**config.mk**
```make
export PLATFORM = sky130hd
export DESIGN_NAME = npc_commutation_sequencer
export DESIGN_NICKNAME = d
export VERILOG_FILES = /design/src/rtl/npc_commutation_sequencer.sv
export SDC_FILE = /design/constraint.sdc
export NUM_CORES = 1
export LEC_CHECK = 0
export ABC_CLOCK_PERIOD_IN_PS = 2300
export BUFFER_PORTS_ARGS = -buffer_cell sky130_fd_sc_hd__buf_2
export CAP_MARGIN = 20
export CORE_ASPECT_RATIO = 0.6
export CORE_MARGIN = 2
export CORE_UTILIZATION = 50
export CTS_CLUSTER_SIZE = 14
export DETAILED_ROUTE_END_ITERATION = 7
export GPL_TIMING_DRIVEN = 0
export PLACE_DENSITY = 0.74
export SYNTH_ARGS = -nofsm -noshare
export SYNTH_HDL_FRONTEND = slang
export SYNTH_SLANG_ARGS = --single-unit
```
**constraint.sdc**
```tcl
create_clock -name clk -period 2.3 [get_ports clk]
set_clock_uncertainty 0.05 [all_clocks]
set_input_delay 0.345 -clock clk [delete_from_list [all_inputs] [get_ports clk]]
set_output_delay 0.345 -clock clk [all_outputs]
set_load 0.02 [all_outputs]
```
**src/rtl/npc_commutation_sequencer.sv**
```systemverilog
// NPC (three-level neutral-point-clamped) leg commutation sequencer.
// Steps the leg between P, Z and N with dead-time gaps. It never moves P<->N
// directly, and it keeps the complementary switch pairs S1/S3 and S2/S4 from
// ever being on together.
module npc_commutation_sequencer #(
    parameter int TDELAY_WIDTH = 8
) (
    input  logic                    clk,
    input  logic                    rst,
    input  logic                    en,
    input  logic [1:0]              state_req,
    input  logic [TDELAY_WIDTH-1:0] tdead,
    output logic [3:0]              gate,
    output logic [1:0]              state_out,
    output logic                    busy,
    output logic                    req_err
);

    localparam logic [1:0] REQ_P   = 2'd0;
    localparam logic [1:0] REQ_Z   = 2'd1;
    localparam logic [1:0] REQ_N   = 2'd2;
    localparam logic [1:0] REQ_BAD = 2'd3;

    typedef enum logic [3:0] {
        OFF   = 4'd0,
        DT_OZ = 4'd1,
        ST_P  = 4'd2,
        ST_Z  = 4'd3,
        ST_N  = 4'd4,
        DT_PZ = 4'd5,
        DT_ZP = 4'd6,
        DT_ZN = 4'd7,
        DT_NZ = 4'd8
    } state_t;

    state_t                  state;
    state_t                  state_nxt;
    logic [TDELAY_WIDTH-1:0] cnt;
    logic                    dt_done;

    // Gate pattern {S4,S3,S2,S1} for each state. Each dead-time state keeps
    // only the inner switch that is common to both ends of the commutation.
    function automatic logic [3:0] gate_of(input state_t s);
        case (s)
            ST_P:           gate_of = 4'b0011;
            ST_Z:           gate_of = 4'b0110;
            ST_N:           gate_of = 4'b1100;
            DT_PZ, DT_ZP:   gate_of = 4'b0010;
            DT_ZN, DT_NZ:   gate_of = 4'b0100;
            default:        gate_of = 4'b0000;
        endcase
    endfunction

    function automatic logic is_dt(input state_t s);
        is_dt = (s == DT_OZ) || (s == DT_PZ) || (s == DT_ZP) ||
                (s == DT_ZN) || (s == DT_NZ);
    endfunction

    function automatic logic is_st(input state_t s);
        is_st = (s == ST_P) || (s == ST_Z) || (s == ST_N);
    endfunction

    // A programmed dead time of zero still gets one cycle of gap.
    function automatic logic [TDELAY_WIDTH-1:0] dt_load(input logic [TDELAY_WIDTH-1:0] t);
        dt_load = (t == '0) ? TDELAY_WIDTH'(1) : t;
    endfunction

    // Next-state rule. en has priority over every transition. P<->N always
    // goes through ST_Z, and the request is sampled again there.
    function automatic state_t next_of(input state_t s, input logic en_i,
                                       input logic [1:0] req, input logic done);
        next_of = s;
        if (!en_i) begin
            next_of = OFF;
        end else begin
            case (s)
                OFF:                 next_of = DT_OZ;
                DT_OZ, DT_PZ, DT_NZ: if (done) next_of = ST_Z;
                DT_ZP:               if (done) next_of = ST_P;
                DT_ZN:               if (done) next_of = ST_N;
                ST_P:  if (req == REQ_Z || req == REQ_N) next_of = DT_PZ;
                ST_Z:  if (req == REQ_P) next_of = DT_ZP;
                       else if (req == REQ_N) next_of = DT_ZN;
                ST_N:  if (req == REQ_Z || req == REQ_P) next_of = DT_NZ;
                default:             next_of = OFF;
            endcase
        end
    endfunction

    assign dt_done   = (cnt <= TDELAY_WIDTH'(1));
    assign state_nxt = next_of(state, en, state_req, dt_done);

    // Sequencer state, dead-time counter and registered outputs. All outputs
    // are decoded from the state entered at this edge.
    always_ff @(posedge clk or posedge rst) begin
        if (rst) begin
            state     <= OFF;
            gate      <= 4'b0000;
            state_out <= REQ_Z;
            busy      <= 1'b1;
            req_err   <= 1'b0;
            cnt       <= '0;
        end else begin
            state   <= state_nxt;
            gate    <= gate_of(state_nxt);
            busy    <= !is_st(state_nxt);
            req_err <= en && is_st(state) && (state_req == REQ_BAD);

            if (is_dt(state_nxt) && (state_nxt != state))
                cnt <= dt_load(tdead);
            else if (is_dt(state_nxt))
                cnt <= cnt - TDELAY_WIDTH'(1);
            else
                cnt <= '0;

            case (state_nxt)
                ST_P:             state_out <= REQ_P;
                ST_Z, OFF, DT_OZ: state_out <= REQ_Z;
                ST_N:             state_out <= REQ_N;
                default:          state_out <= state_out;
            endcase
        end
    end

endmodule

```
==> flow_summary.yaml <==
timing:
  fin_crit_sh_pct: 106
  max_freq_ghz: 0.411
  slew_headroom_pct: 49.5
  hold_viol: 0
  fin_setup_tns_ns: -0.282
  fin_ws_ns: -0.134
  finalSetupViolCount: 5
  drv_slew: 0
  worst_pin_slew_ns: 0.757
  rsz0062_at_grt: "yes"
  holdWs_ns: 0.145
  fin_crit_ns: 2.43
cells_and_area:
  instances_no_fill: 210
  multi_input_area_um2: 922
  final_nets: 197
  fillers: 176
  fin_util_pct: 71.9
  drive_gt1_share_pct: 40.4
  n_antenna_cell: 0
  design_area_um2: 1830
  area_delta_synth_final_pct: 33.7
  ff_latch_area_um2: 505
yosys:
  ys_warn_count: 0
  async_reset_ff_share_pct: 100
  ys_types: 47
  synth_top_area_cell: "dfrtp_1"
  synth-main-ff-cell: "dfrtp_1"
  yosys.area_share.simple_pct: 23.0
  synth_compound_area_share_pct: 24.8
  yosys-top-cells-area: "dfrtp_1 33%, nor2_1 5.5%, ha_1 4.6%"
  synth_edf_count: 0
  muxShareOfSynthArea_pct: 0.733
  syn_area_um2: 1370
  synth_top_family_by_area: "compound AO/OA/AOI/OAI gates"
  avgSynthCellArea_um2: 9.61
  yosys.area.top_type_share_pct: 33.0
  netlist_instances: 142
  synth_xor_area_share_pct: 5.13
  ys_ff_latch: 20
  syn_nets: 160
  yosysSeqAreaShare_pct: 36.8
  synth-adder-area-share_pct: 4.58
worst_setup_path:
  critPathArrivalTime_ns: 2.53
  path_class: "flop to flop"
  start_kind: "flop"
  cp_max_fo: 10
  worstSetupEndpointType: "flop"
  required_ns: 2.40
drt:
  viasPerCell: 5.95
  drcViolationCount: 0
  drtAntennaViolNets: 0
  drt_iter0_drc: 74
  wire_per_inst_um: 17.9
  dr.pass1.iters: 6
  vias: 1249
  routed_wl_um: 3760
die:
  start_util_pct: 53.7
  row_count: 14
  die_y_um: 44.5
  dieArea_um2: 3180
  io_pins: 21
  dieWidth_um: 71.5
  core-area_um2: 2540
clock_network:
  hold_buffers: 0
  clk_latency_ns: 0.27
  cts_root_buffer: "clkbuf_8"
  htreeDepth: 1
  clk_path_buf_depth: 2
  cts-buffers-inserted: 3
  cts_tree: "built"
  cts.clk_slew.worst_paths_ns: 0.08
  cts_sinks: 20
power_and_ir_drop:
  p_leak_nw: 0.847
  total_power_mw: 3.03
  peakVddDrop_uv: 795
  power_density_nw_per_um2: 1660
place:
  dpl.hpwl_um: 2280
  dpl_cell_area_um2: 1510
  place.gp.congestion: 0.922
  portBuffers: 20
  dp_slack_ns: -0.373
  dp_cells: 194
global_route:
  grt_pass1_wl_um: 5310
  antenna_found_initial: 0
  grt_max_degree: 21
  grt_usage_pct: 22.2
  grt_overflow: 0
  first_global_vias: 1116
run_status:
  violations: "setup timing"
  status: "finished, violations left"
job:
  cap_violations: 0
hold_path:
  hold_class: "input port to async pin"
==> final cells by class <==
cell class,count,share of cell area [%]
Multi-Input combinational cell,107,50.5
Sequential cell,20,27.7
Timing Repair Buffer,32,11.6
Clock buffer,3,2.26
Tap cell,32,2.19
Buffer,5,2.06
Inverter,10,2.06
Clock inverter,1,1.64
==> final timing paths <==
path / from / to / slack (ns) / cells past startpoint
setup / recovery: state[3]$_DFF_PP0_ / cnt[3]$_DFF_PP0_ / -0.13 / 9
hold / removal: rst / gate[3]$_DFF_PP0_ / 0.14 / 2
setup reg to reg: state[3]$_DFF_PP0_ / cnt[3]$_DFF_PP0_ / -0.13 / 9
hold reg to reg: state_out[1]$_DFFE_PP0P_ / state_out[1]$_DFFE_PP0P_ / 0.44 / 1
max in group asynchronous: rst / state[0]$_DFF_PP0_ / 1.53 / 2
min in group clk: tdead[3] / cnt[3]$_DFF_PP0_ / 0.34 / 3
==> placed cells by master, fill, tap and decap left out, drive strengths merged, types with 4 or more instances in the layout <==
cell type / count
a21oi: 8
ha: 5
inv: 10
nand2: 7
clkbuf: 5
nand2b: 7
nor2b: 4
nor2: 20
buf: 35
dfrtp: 18
xnor2: 5
a211oi: 7
==> worst max-delay path, stage by stage (launching register included) <==
cell and delay, ns:
dfrtp_1 0.45, buf_2 0.21, a22o_1 0.23, a2bb2oi_2 0.18, a21oi_1 0.09, a21o_1 0.21
a2111oi_4 0.34, buf_6 0.20, nor2_1 0.05, a211oi_1 0.31
==> layer usage <==
layer	global-route usage, %	part of all wire (%)
met5	0	0
met4	4.91	2.9
met3	6.15	6.0
met2	35.4	48
met1	30.8	43
==> flip-flops by register name, summed over array words and instances (netlist names) <==
register	flops
cnt	8
gate	4
state	4
state_out	2
busy	1
req_err	1
==> synthesized netlist by cell type (all sizes together), types with 2 or more instances <==
cell type / instances
nor2: 20
ha: 5
o21ai: 3
o32ai: 2
nand3b: 2
a22oi: 2
dfstp: 2
a21oi: 8
nor3: 3
nor3b: 3
inv: 10
nor2b: 4
clkbuf: 2
a211oi: 7
xor2: 3
o211ai: 2
dfrtp: 18
nand2b: 7
buf: 3
nor4: 3
a21o: 2
nand2: 7
xnor2: 5
==> where the power goes <==
part | internal (mW) | switching, mW
Combinational | 0.982 | 1.09
Clock | 0.233 | 0.130
Sequential | 0.480 | 0.111
Total | 1.69 | 1.33
==> kinds of logic (layout without fill, tap and decap cells) <==
logic type	count (synthesis)	in the layout
flops	20	20
xor+xnor	8	8
mux	1	1
simple gates	55	55
compound gates	38	38
fa+ha+maj	5	5
buf+inv	15	51
==> repair_timing <==
item                       in CTS  in global routing
setup buffers                   8                  3
pin swaps                       4                  8
gates resized for setup         9                 26
gates cloned                    0                  1
setup endpoints to repair      10                 13
Power figures use the tool's default switching activity.
